[src/rtl/decode_stage.sv]
// rtl/decode_stage.sv - instruction decode with 4-entry register file, scoreboard and operand bypass
module decode_stage #(
    parameter int DATA_W = 8
) (
    input  logic              clk,
    input  logic              rst_n,
    input  logic              instr_valid,
    input  logic [7:0]        instr,
    output logic              instr_ready,
    input  logic              wb_en,
    input  logic [1:0]        wb_addr,
    input  logic [DATA_W-1:0] wb_data,
    output logic              out_valid,
    input  logic              out_ready,
    output logic [1:0]        alu_op,
    output logic [DATA_W-1:0] rs_data1,
    output logic [DATA_W-1:0] rs_data2,
    output logic [1:0]        immediate,
    output logic [1:0]        rd_addr
);

    // Entry 0 is reset to zero and never written, so it always reads as 0.
    logic [DATA_W-1:0] rf [4];
    // Bit 0 is never set; r0 can therefore never cause a stall.
    logic [3:0]        pending;

    logic [1:0]        rd_idx;
    logic [1:0]        rs1_idx;
    logic [1:0]        rs2_idx;
    logic              wb_hit1;
    logic              wb_hit2;
    logic              hazard;
    logic              capture;
    logic [DATA_W-1:0] op1;
    logic [DATA_W-1:0] op2;

    assign rd_idx  = instr[5:4];
    assign rs1_idx = instr[3:2];
    assign rs2_idx = instr[1:0];

    // Operand read with same-cycle writeback forwarding; a matching writeback also resolves the hazard.
    always_comb begin
        wb_hit1 = wb_en && (wb_addr == rs1_idx) && (rs1_idx != 2'd0);
        wb_hit2 = wb_en && (wb_addr == rs2_idx) && (rs2_idx != 2'd0);
        op1     = wb_hit1 ? wb_data : rf[rs1_idx];
        op2     = wb_hit2 ? wb_data : rf[rs2_idx];
        hazard  = (pending[rs1_idx] && !wb_hit1) || (pending[rs2_idx] && !wb_hit2);
    end

    assign instr_ready = (!out_valid || out_ready) && !hazard;
    assign capture     = instr_valid && instr_ready;

    // Register file writeback; writes to r0 are dropped.
    always_ff @(posedge clk or negedge rst_n) begin
        if (!rst_n) begin
            for (int i = 0; i < 4; i++) begin
                rf[i] <= '0;
            end
        end else if (wb_en && (wb_addr != 2'd0)) begin
            rf[wb_addr] <= wb_data;
        end
    end

    // Scoreboard: writeback clears, issue sets; the later set wins on a same-bit collision.
    always_ff @(posedge clk or negedge rst_n) begin
        if (!rst_n) begin
            pending <= 4'b0000;
        end else begin
            if (wb_en) begin
                pending[wb_addr] <= 1'b0;
            end
            if (capture && (rd_idx != 2'd0)) begin
                pending[rd_idx] <= 1'b1;
            end
        end
    end

    // Output stage: load on capture, drop valid when consumed, otherwise hold everything.
    always_ff @(posedge clk or negedge rst_n) begin
        if (!rst_n) begin
            out_valid <= 1'b0;
            alu_op    <= 2'b00;
            rd_addr   <= 2'b00;
            immediate <= 2'b00;
            rs_data1  <= '0;
            rs_data2  <= '0;
        end else if (capture) begin
            out_valid <= 1'b1;
            alu_op    <= instr[7:6];
            rd_addr   <= rd_idx;
            immediate <= instr[1:0];
            rs_data1  <= op1;
            rs_data2  <= op2;
        end else if (out_ready) begin
            out_valid <= 1'b0;
        end
    end

endmodule

[config.mk]
export PLATFORM = sky130hd
export DESIGN_NAME = decode_stage
export DESIGN_NICKNAME = d
export VERILOG_FILES = /design/src/rtl/decode_stage.sv
export SDC_FILE = /design/constraint.sdc
export NUM_CORES = 1
export LEC_CHECK = 0
export ABC_CLOCK_PERIOD_IN_PS = 2300
export BUFFER_PORTS_ARGS = -buffer_cell sky130_fd_sc_hd__buf_2
export CORE_UTILIZATION = 56
export DETAILED_ROUTE_END_ITERATION = 7
export PLACE_DENSITY = 0.79
export SLEW_MARGIN = 0
export SYNTH_ARGS = -nofsm -noshare
export SYNTH_HDL_FRONTEND = slang
export SYNTH_SLANG_ARGS = --single-unit
export TNS_END_PERCENT = 1
[constraint.sdc]
create_clock -name clk -period 2.3 [get_ports clk]
set_input_delay 0.23 -clock clk [delete_from_list [all_inputs] [get_ports clk]]
set_output_delay 0.23 -clock clk [all_outputs]
set_load 0.05 [all_outputs]
Word-level counts from Yosys, hierarchy flattened
Cells that the tools add are included.
{"block": "totals", "regBits": 59, "input_bits": 23}
{"block": "op_classes", "order_cmp": 10, "n_mux": 23, "eq_ne": 2, "bitwise_logic": 6, "n_reduce_logical": 24}
{"operator": "8-bit two-way mux", "count": 7}
{"operator": "8-bit binary-select mux with 2-bit select", "count": 2}
{"operator": "32-bit bitwise mux", "count": 1}
{"operator": "8-bit demux with 2-bit select", "count": 1}
{"operator": "1-bit logical AND", "count": 13}
{"operator": "2-bit by 3-bit < comparator with 1-bit output (second input constant)", "count": 4}
{"operator": "2-bit nonzero test", "count": 5}
{"operator": "3-bit >= comparator (second input constant)", "count": 3}
{"operator": "2-bit inverter with 3-bit output", "count": 3}
{"operator": "4-bit two-way mux", "count": 2}
{"operator": "1-bit two-way mux", "count": 6}
{"operator": "4-bit bitwise AND", "count": 1}
{"operator": "1-bit binary-select mux with 2-bit select", "count": 2}
{"operator": "1-bit demux with 2-bit select", "count": 2}
{"operator": "2-bit equality test", "count": 2}
{"operator": "2-bit by 1-bit >= comparator with 1-bit output (second input constant)", "count": 2}
{"operator": "1-bit logical NOT", "count": 4}
{"operator": "4-bit inverter", "count": 1}
{"operator": "4-bit OR", "count": 1}
{"operator": "3-bit by 1-bit < comparator with 1-bit output (second input constant)", "count": 1}
{"operator": "1-bit logical OR", "count": 2}

Logic depth before layout (Yosys ltp)
Gate-level depths: netlist of run 1.
{"block": "depth", "depth_word": 11, "depth_mapped": 8, "depth_no_buf": 5}

Worst setup path after synthesis of run 1
Ideal clock, no wire load.
{"block": "synth_timing", "kind": "input to register", "startpoint": "input port instr[3]", "endpoint": "register alu_op[1]", "required_ns": 2.175, "slack_ns": 0.361, "n_path_buf": 3, "path_stages": 7, "t_arrival_ns": 1.813, "path_cell_list": "buf_2 > mux4_2 > nand2_1 > and4_4 > buf_6 > buf_6 > mux2_4"}
{"block": "synth_between", "elab_chain_cells": 9, "elab_cells_between_ends": 12, "classes_between": "eq/ne (1); mux (2); reduce/logical (9)"}
{"item": "start, declared", "line": "8", "source": "input logic [7:0] instr,"}
{"item": "2-bit equality test", "line": "43", "source": "wb_hit1 = wb_en && (wb_addr == rs1_idx) && (rs1_idx != 2'd0);"}
{"item": "1-bit logical AND (2 in series)", "line": "43"}
{"item": "1-bit logical NOT", "line": "47", "source": "hazard = (pending[rs1_idx] && !wb_hit1) || (pending[rs2_idx] && !wb_hit2);"}
{"item": "1-bit logical AND *", "line": "47"}
{"item": "1-bit logical OR *", "line": "47"}
{"item": "1-bit logical NOT *", "line": "50", "source": "assign instr_ready = (!out_valid || out_ready) && !hazard;"}
{"item": "1-bit logical AND *", "line": "50"}
{"item": "1-bit logical AND *", "line": "51", "source": "assign capture = instr_valid && instr_ready;"}
{"item": "end signal, assigned", "line": "89", "source": "alu_op <= instr[7:6];"}
{"item": "end, declared", "line": "15", "source": "output logic [1:0] alu_op,"}
Mark *: on every way between the ends. The rest lies on a longest branch, timed or not. The select of a mux whose other input is x is not followed.
A chain may end at the register's enable or synchronous reset.

Worst setup path after layout of run 1
{"block": "layout_timing", "startpoint": "register pending[3]", "endpoint": "register immediate[0]"}
{"block": "layout_between", "elab_chain_cells": 7, "elab_cells_between_ends": 10, "classes_between": "mux (4); reduce/logical (6)"}
{"item": "start, declared", "line": "25", "source": "logic [3:0] pending;"}
{"item": "start signal, assigned", "line": "67", "source": "pending <= 4'b0000;"}
{"item": "start signal, assigned by index", "line": "70", "source": "pending[wb_addr] <= 1'b0;"}
{"item": "start signal, assigned by index", "line": "73", "source": "pending[rd_idx] <= 1'b1;"}
{"item": "1-bit binary-select mux with 2-bit select", "line": "47"}
{"item": "1-bit two-way mux (not written as such)", "line": "47"}
{"item": "1-bit logical AND", "line": "47"}
{"item": "1-bit logical OR *", "line": "47"}
{"item": "1-bit logical NOT *", "line": "50"}
{"item": "1-bit logical AND *", "line": "50"}
{"item": "1-bit logical AND *", "line": "51"}
{"item": "end signal, assigned", "line": "91", "source": "immediate <= instr[1:0];"}
{"item": "end, declared", "line": "18", "source": "output logic [1:0] immediate,"}
Marked as above.

==> results of run 1 <==
==> metrics by stage <==
step | area [sq um] | cells
6_report | 3370 | 297
5_1_grt | 3370 | 297
4_1_cts | 3370 | 297
3_5_place_dp | 3200 | 283
3_3_place_gp | 3200 | 283
2_1_floorplan | 2940 | 180
==> path summary, 6_finish.rpt <==
check                                startpoint                        to  cells past startpoint
max                        pending[3]$_DFF_PN0_  immediate[0]$_DFFE_PN0P_                      4
min                                       rst_n        rf[31]$_DFFE_PN0P_                      2
max reg2reg                pending[3]$_DFF_PN0_  immediate[0]$_DFFE_PN0P_                      4
min reg2reg                  rf[24]$_DFFE_PN0P_        rf[24]$_DFFE_PN0P_                      0
max in group asynchronous                 rst_n   rs_data1[1]$_DFFE_PN0P_                      2
min in group clk                    instr_valid     out_valid$_DFFE_PN0P_                      2
==> kinds of logic (layout without fill, tap and decap cells) <==
| logic type | after synthesis | after routing | synth area share (%) |
|---|---|---|---|
| mux | 80 | 80 | 39.8 |
| compound gates | 7 | 7 | 2.73 |
| xor+xnor | 2 | 2 | 0.597 |
| simple gates | 12 | 12 | 2.77 |
| flops | 59 | 59 | 50.3 |
| buf+inv | 20 | 70 | 3.84 |
==> where the power goes <==
| group | total [mW] | internal (mW) | switching, mW |
|---|---|---|---|
| Combinational | 1.70 | 0.637 | 1.06 |
| Clock | 0.813 | 0.431 | 0.382 |
| Sequential | 1.50 | 1.33 | 0.171 |
| Total | 4.02 | 2.40 | 1.62 |
==> synthesized netlist by cell type, types with 2 or more instances <==
| master | count | area, sq um |
|---|---|---|
| a32o_1 | 3 | 30.0 |
| mux4_2 | 18 | 405 |
| mux2_2 | 25 | 282 |
| mux2_1 | 20 | 225 |
| clkbuf_1 | 9 | 33.8 |
| buf_6 | 4 | 45.0 |
| mux2_4 | 17 | 255 |
| dfrtp_1 | 59 | 1480 |
| nor4bb_1 | 2 | 20.0 |
| xnor2_1 | 2 | 17.5 |
| a32oi_2 | 2 | 32.5 |
| nand2_1 | 2 | 7.51 |
| inv_1 | 2 | 7.51 |
| buf_2 | 3 | 15.0 |
| nand2b_1 | 2 | 12.5 |
==> critical path: stages, from the launching register on <==
cell and delay [ns]:
dfrtp_1 0.40, mux4_2 0.49, nand2_2 0.09, and4_4 0.52
mux2_1 0.37
==> cell type report <==
class	count	area [sq um]	share of cell area [%]
Sequential cell	59	1480	43.8
Multi-Input combinational cell	101	1350	39.9
Timing Repair Buffer	54	290	8.61
Clock buffer	11	151	4.49
Tap cell	67	83.8	2.49
Clock inverter	3	15.0	0.445
Inverter	2	7.51	0.223
==> sequential cells by signal (all words and copies together), names as in the netlist <==
signal and count:
rf 32, out_valid 1, alu_op 2, rs_data1 8, pending 4, rd_addr 2
immediate 2, rs_data2 8
==> layer usage <==
layer	vias up	GRT usage [%]	routed length, um
li1	769	-	-
met1	904	30.0	2380
met2	49	38.7	3080
met3	9	9.89	286
met4	0	9.01	69
met5	-	0	0
==> impl_metrics.ini, run 1 <==
[setup_path]
cp-end-kind = register
required_ns = 2.51
cp-start-kind = register
path_max_fanout = 23
r2r_slack_ns = 0.30
cp.arrival_ns = 2.21
crit_type = reg2reg

[routing]
firstDrtPassIters = 4
wl_mm = 5.82
drtIter0Drc = 69
drc = 0
num_vias = 1731
viasPerCell = 5.83
ant_nets = 0
post_drt_wl_per_cell_um = 19.6

[place]
io_buffer_count = 46
globalplace.congestion = 0.748
hpwl_mm = 3.97
pre_cts_ws_ns = 0.266

[cells_and_area]
areaGrowthSynthToFinish_pct = 14.8
layout.cells.most_common = dfrtp_1
fill_cells = 330
num_antenna_cells = 0
final_cell_mix = dfrtp_1, buf_2, mux2_2, mux2_1, mux4_2
drive_above_1_share_pct = 57.4
nets = 250
post-route-util_pct = 69.1

[grt]
grt_max_degree = 60
grt_pass1_vias = 1860
antenna_found_initial = 0
overflow = 0
grt_usage_pct = 24.3
grt_pass1_wl_mm = 9.38

[clock_tree]
cts_inserted_buffers = 9
clkSinkCount = 59
post-cts-setup-buffers = 0
cts_tree = done
cts_resized = 0
cts-hold-fix-buffers = 0
clkLatencyLatePin_ns = 0.34
htreeDepth = 3
cts_root_buffer = clkbuf_8
clk_pin_slew_ns = 0.06
cts.path.max_buffers = 2

[sta]
grt_setup_unrepaired = no
tightestPinTransition_ns = 0.739
drv_slew = 0
hold_viol = 0
timing.final.crit_share_pct = 86.8
max_freq_ghz = 0.501
hold_ws_ns = 0.0391
setup_violations = 0
skew_ns = 0.00472
min_period_ns = 2.00
tns_ns = 0
finalWorstSetupSlack_ns = 0.303
maxSlewHeadroom_pct = 50.7

[floorplan]
coreArea_sq_um = 4880
rows = 25
fp.dieW_um = 74.4
dieArea_sq_um = 5540
die_h_um = 74.4
initial_core_util_pct = 60.2
pin_count = 47

[logic_synthesis]
ys_seq_elements = 59
synth_nets = 203
synthArstFlopShare_pct = 100
netlist_area_sq_um = 2940
synth_cells = 180
synth_cell_types = 25
yosysWarnings = 0
avgSynthCellArea_sq_um = 16.3
synth_flop_cell = dfrtp_1
synth_edf_count = 0
ys_seq_area_share_pct = 50.3

[pwr]
ir_drop_mv = 0.486
p_leak_nw = 1.57
power_density_nw_per_um2 = 1190
total_power_mw = 4.02

[status]
status = complete, no violations

[job]
maxCapViolCount = 0

[hold_path]
hp-class = in2async
Note: power is estimated with default switching activity, not from simulation.
==> inputs of run 2 (changes only) <==
--- a/config.mk
+++ b/config.mk
@@ -5,11 +5,12 @@
 export SDC_FILE = /design/constraint.sdc
 export NUM_CORES = 1
 export LEC_CHECK = 0
-export ABC_CLOCK_PERIOD_IN_PS = 2300
+export ABC_CLOCK_PERIOD_IN_PS = 2250
 export BUFFER_PORTS_ARGS = -buffer_cell sky130_fd_sc_hd__buf_2
 export CORE_UTILIZATION = 56
 export DETAILED_ROUTE_END_ITERATION = 7
 export PLACE_DENSITY = 0.79
+export REMOVE_ABC_BUFFERS = 1
 export SLEW_MARGIN = 0
 export SYNTH_ARGS = -nofsm -noshare
 export SYNTH_HDL_FRONTEND = slang
==> constraint.sdc (replaced) <==
create_clock -name clk -period 2.25 [get_ports clk]
set_input_delay 0.225 -clock clk [delete_from_list [all_inputs] [get_ports clk]]
set_output_delay 0.225 -clock clk [all_outputs]
set_load 0.05 [all_outputs]
==> run 2 against run 1 <==
  * Count of clock-buffer cells in the layout is 2 higher
  * Register-to-register slack better by 0.06 ns
  * Worst hold slack better by 0.067 ns
  * Clock skew is 0.0036 ns higher
  * Combinational power is 4% higher
  * Worst setup slack worse by 0.014 ns
==> impl_metrics.ini, run 2 (synthesis results as in run 1) <==
[cells_and_area]
fill_cells = 340
top_regs = rf x32, rs_data1 x8, rs_data2 x8
final_cell_mix = dfrtp_1, buf_2, mux2_2, mux2_1, mux4_2
num_antenna_cells = 0
largest_reg_flops = 32
regMostFlops = rf
nets = 253
layout.cells.most_common = dfrtp_1
post-route-util_pct = 70.7
areaGrowthSynthToFinish_pct = 17.6
drive_above_1_share_pct = 56.4
stdcell_count = 301

[setup_path]
reg2regPathDepth = 5
reg2reg_from = pending[3]$_DFF_PN0_
cp-end-kind = output pin
required_ns = 2.03
cp.arrival_ns = 1.74
crit_type = reg2out
cp-start-kind = register
reg2reg_to = rs_data2[1]$_DFFE_PN0P_
path_max_fanout = 3
r2r_slack_ns = 0.36

[hold_path]
min_path_cells = 2
hp-start = instr_valid
hold_end = out_valid$_DFFE_PN0P_
hp-class = in2reg

[pwr]
p_leak_nw = 1.60
ir_drop_mv = 1.09
power_density_nw_per_um2 = 1260

[grt]
grt_usage_pct = 25.9
overflow = 0
grt_pass1_vias = 1929
grt_pass1_wl_mm = 9.91
antenna_found_initial = 0
grt_max_degree = 22

[routing]
drtIter0Drc = 100
drc = 0
wl_mm = 6.13
viasPerCell = 5.79
post_drt_wl_per_cell_um = 20.4
firstDrtPassIters = 4
num_vias = 1744
ant_nets = 0

[floorplan]
fp.dieW_um = 74.4
pin_count = 47
die_h_um = 74.4
coreArea_sq_um = 4880
initial_core_util_pct = 60.2
rows = 25
dieArea_sq_um = 5540

[clock_tree]
clkSinkCount = 59
post-cts-setup-buffers = 0
cts_root_buffer = clkbuf_8
clkLatencyLatePin_ns = 0.34
cts-hold-fix-buffers = 1
clk_pin_slew_ns = 0.06
htreeDepth = 3
cts.path.max_buffers = 2
cts_resized = 0
cts_tree = done
cts_inserted_buffers = 9

[sta]
hold_ws_ns = 0.106
setup_violations = 0
grt_setup_unrepaired = no
min_period_ns = 1.96
tightestPinTransition_ns = 0.635
timing.final.crit_share_pct = 87.1
max_freq_ghz = 0.510
drv_slew = 0
maxSlewHeadroom_pct = 57.7
tns_ns = 0
hold_viol = 0
skew_ns = 0.00833
finalWorstSetupSlack_ns = 0.289

[place]
pre_cts_ws_ns = 0.252
placed_cells = 285
globalplace.congestion = 0.795
io_buffer_count = 46
hpwl_mm = 4.29

[job]
maxCapViolCount = 0

[status]
status = complete, no violations
-- run 2: routing by layer --
| metal | track usage, % | up-vias | part of all wire [%] |
|---|---|---|---|
| met5 | 0 | - | 0 |
| met4 | 12.2 | 0 | 1.4 |
| met3 | 7.18 | 9 | 4.7 |
| met2 | 43.7 | 52 | 52 |
| met1 | 30.8 | 913 | 41 |
| li1 | - | 770 | - |
-- run 2: where the power goes --
part / internal [mW] / leakage (nW) / total (mW) / switching, mW
logic: 0.670 / 0.765 / 1.76 / 1.09
registers: 1.36 / 0.728 / 1.55 / 0.188
clock network: 0.649 / 0.104 / 1.04 / 0.392
total: 2.68 / 1.60 / 4.35 / 1.67
-- run 2: area by class of cell --
| type | instances | area (sq um) | share of cell area (%) |
|---|---|---|---|
| inverter | 2 | 7.51 | 0.218 |
| clock inverter | 2 | 60.1 | 1.74 |
| multi-input combinational | 101 | 1350 | 39.0 |
| tap | 67 | 83.8 | 2.43 |
| sequential | 59 | 1480 | 42.8 |
| clock buffer | 13 | 149 | 4.31 |
| timing repair buffer | 57 | 328 | 9.50 |
-- run 2: critical path: stages, from the launching register on --
cell and delay, ns:
dfrtp_1 0.39, mux4_2 0.46, nand2_1 0.10, and3_1 0.18, buf_2 0.27
-- run 2: stage by stage --
step / cell area [sq um] / power, mW
2_1_floorplan: 2830 / 2.87
3_3_place_gp: 3230 / 3.26
3_5_place_dp: 3230 / 3.32
4_1_cts: 3450 / 4.37
5_1_grt: 3450 / 4.54
6_report: 3450 / 4.35
-- run 2: worst max path at each step --
stage / startpoint / end / slack [ns] / depth (start not counted)
after floorplan: pending[3]$_DFF_PN0_ / immediate[0]$_DFFE_PN0P_ / 0.41 / 4
after global placement: instr[1] / immediate[0]$_DFFE_PN0P_ / 0.29 / 6
after detailed placement: instr[1] / rd_addr[0]$_DFFE_PN0P_ / 0.25 / 6
after CTS: pending[3]$_DFF_PN0_ / instr_ready / 0.29 / 4
after global routing: pending[3]$_DFF_PN0_ / instr_ready / 0.18 / 4
final: pending[3]$_DFF_PN0_ / instr_ready / 0.29 / 4
==> inputs of run 3 (changes only) <==
--- a/config.mk
+++ b/config.mk
@@ -5,6 +5,7 @@
 export SDC_FILE = /design/constraint.sdc
 export NUM_CORES = 1
 export LEC_CHECK = 0
+export ABC_AREA = 1
 export ABC_CLOCK_PERIOD_IN_PS = 2250
 export BUFFER_PORTS_ARGS = -buffer_cell sky130_fd_sc_hd__buf_2
 export CORE_UTILIZATION = 56
==> run 3 against run 2 <==
  * Die area up 3.3%
  * Sequential power fell by 8%
  * Critical path depth rose by 4
  * Largest cell class unchanged
  * Sequential cell count is the same
  * Area after synthesis rose by 3.4%
  * Count of clock-buffer cells in the layout is 1 lower
  * Non-clock buffer count shrank 2
  * Critical path type unchanged
  * Critical endpoint unchanged
==> impl_metrics.ini, run 3 <==
[logic_synthesis]
netlist_area_sq_um = 3040
synth_edf_count = 0
synth_top_cell_by_area = dfrtp_1
synth_most_common_cell = nand2_1
ys_seq_area_share_pct = 48.6
synth.top_cell.area_share_pct = 48.6
synth_top_cells_by_count = nand2_1, dfrtp_1, o21ai_0, nand3_1, inv_1
synth_top_cells_by_area = dfrtp_1, nand2_1, o21ai_0
yosysWarnings = 0
ys_seq_elements = 59
synthArstFlopShare_pct = 100
avgSynthCellArea_sq_um = 7.68
synth_cell_types = 23
synth_cells = 395
synth_flop_cell = dfrtp_1

[pwr]
switching_share_pct = 39.2
p_int_mw = 2.45
pwr-share-comb_pct = 33.5
total_power_mw = 4.02
power.share.clock_pct = 30.9
p_switching_mw = 1.58
power_density_nw_per_um2 = 1130
power_frac_seq_pct = 35.7
ir_drop_mv = 0.790
p_leak_nw = 1.87

[cells_and_area]
areaGrowthSynthToFinish_pct = 17.2
final_cell_mix = nand2_1, dfrtp_1, o21ai_0, buf_2, nand3_1
nets = 455
drive_above_1_share_pct = 19.0
largest_reg_flops = 32
num_antenna_cells = 0
top_regs = rf x32, rs_data1 x8, rs_data2 x8
layout.cells.most_common = nand2_1
regMostFlops = rf

[routing]
firstDrtPassIters = 4
ant_nets = 0
drt-met1-wl_mm = 3.19
wl_mm = 7.48
drtIter0Drc = 201
wl_met2_mm = 3.58
num_vias = 2793
drc = 0
topRoutingLayerUsed = met4
met3_length_um = 516
post_drt_wl_per_cell_um = 14.8
viasPerCell = 5.51

[floorplan]
die_h_um = 75.6
pin_count = 47
initial_core_util_pct = 58.7
dieArea_sq_um = 5720
fp.dieW_um = 75.6
coreArea_sq_um = 5170
rows = 26

[setup_path]
crit_type = reg2out
reg2reg_from = pending[3]$_DFF_PN0_
cp.arrival_ns = 1.54
cp-end-kind = output pin
required_ns = 2.03
path_max_fanout = 4
reg2reg_to = rs_data2[7]$_DFFE_PN0P_
reg2regPathDepth = 10
cp-startpoint = pending[3]$_DFF_PN0_
r2r_slack_ns = 0.80
cp-start-kind = register
crit_end = instr_ready

[sta]
drv_slew = 0
maxSlewHeadroom_pct = 52.1
setup_violations = 0
timing.final.crit_share_pct = 78.5
hold_viol = 0
tightestPinTransition_ns = 0.716
min_period_ns = 1.77
skew_ns = 0.0102
grt_setup_unrepaired = no
max_freq_ghz = 0.566
tns_ns = 0

[place]
hpwl_mm = 4.79
io_buffer_count = 46
globalplace.congestion = 0.817

[grt]
antenna_found_initial = 0
grt_usage_pct = 29.5
grt_pass1_vias = 2653
overflow = 0
grt_pass1_wl_mm = 12.2
grt_max_degree = 36

[clock_tree]
clkSinkCount = 59
post-cts-setup-buffers = 0
cts_inserted_buffers = 9
cts_root_buffer = clkbuf_8
clkLatencyLatePin_ns = 0.34
clk_pin_slew_ns = 0.07
cts.path.max_buffers = 2
htreeDepth = 3
cts_tree = done

[hold_path]
hp-class = in2reg

[status]
status = complete, no violations

[job]
maxCapViolCount = 0
-- run 3: worst max-delay path, cell delays in order (launching register included) --
cell     delay [ns]
dfrtp_1        0.39
inv_1          0.09
nand2_1        0.06
nand3_1        0.07
nand2_1        0.06
nand2_2        0.06
nand2_2        0.08
nor2_8         0.11
buf_2          0.27
-- run 3: per-stage QoR --
| stage | setup slack, ns | util, % | hold slack (ns) | instance area, sq um | instances |
|---|---|---|---|---|---|
| final | 0.485 | 68.8 | 0.128 | 3560 | 507 |
| after global routing | 0.377 | 68.8 | 0.125 | 3560 | 507 |
| after CTS | 0.466 | 68.8 | 0.118 | 3560 | 507 |
| after detailed placement | 0.549 | 63.5 | 0.266 | 3290 | 490 |
| after global placement | 0.590 | 63.5 | 0.256 | 3290 | 490 |
| after floorplan | 0.456 | - | -0.0706 | 2900 | 366 |
-- run 3: how the worst min path moves through the flow --
stage	slack, ns	cells past startpoint	from	end
after CTS	0.12	3	instr[7]	alu_op[1]$_DFFE_PN0P_
after floorplan	-0.07	0	rst_n	alu_op[0]$_DFFE_PN0P_
after global routing	0.12	3	instr[7]	alu_op[1]$_DFFE_PN0P_
after global placement	0.26	1	rst_n	pending[0]$_DFF_PN0_
final	0.13	3	instr[7]	alu_op[1]$_DFFE_PN0P_
after detailed placement	0.27	1	rst_n	pending[0]$_DFF_PN0_
-- run 3: timing repair --
item | in CTS | in global routing
hold buffers | 1 | 0
resized for setup | 0 | 0
setup endpoints to repair | 0 | 0
endpoints found under the hold margin | 24 | 0
-- run 3: power by group through the flow --
stage | Clock (mW) | Sequential [mW] | Combinational (mW)
2_1_floorplan | 0 | 1.99 | 0.415
6_report | 1.24 | 1.43 | 1.35
3_3_place_gp | 0 | 1.44 | 1.32
4_1_cts | 1.26 | 1.43 | 1.35
3_5_place_dp | 0 | 1.45 | 1.35
5_1_grt | 1.31 | 1.47 | 1.47
-- run 3: logic make-up (layout without fill, tap and decap cells) --
group | count (synthesis) | count (layout) | share of synthesized area, %
and+or+nand+nor | 180 | 180 | 26.7
AOI/OAI and AO/OA | 89 | 89 | 15.4
DFF | 59 | 59 | 48.6
buffers and inverters | 67 | 109 | 9.27
-- run 3: cell type report --
type / instances / area, sq um
clock buffers: 12 / 165
clock inverters: 4 / 95.1
fillers: 436 / 1620
inverters: 38 / 143
multi-input cells: 269 / 1280
flip-flops and latches: 59 / 1480
well taps: 70 / 87.6
repair buffers: 55 / 313
-- run 3: routing by layer --
metal	vias up	track usage (%)
li1	1372	-
met1	1297	36.4
met5	-	0
met2	107	46.7
met3	17	7.41
met4	0	18.1
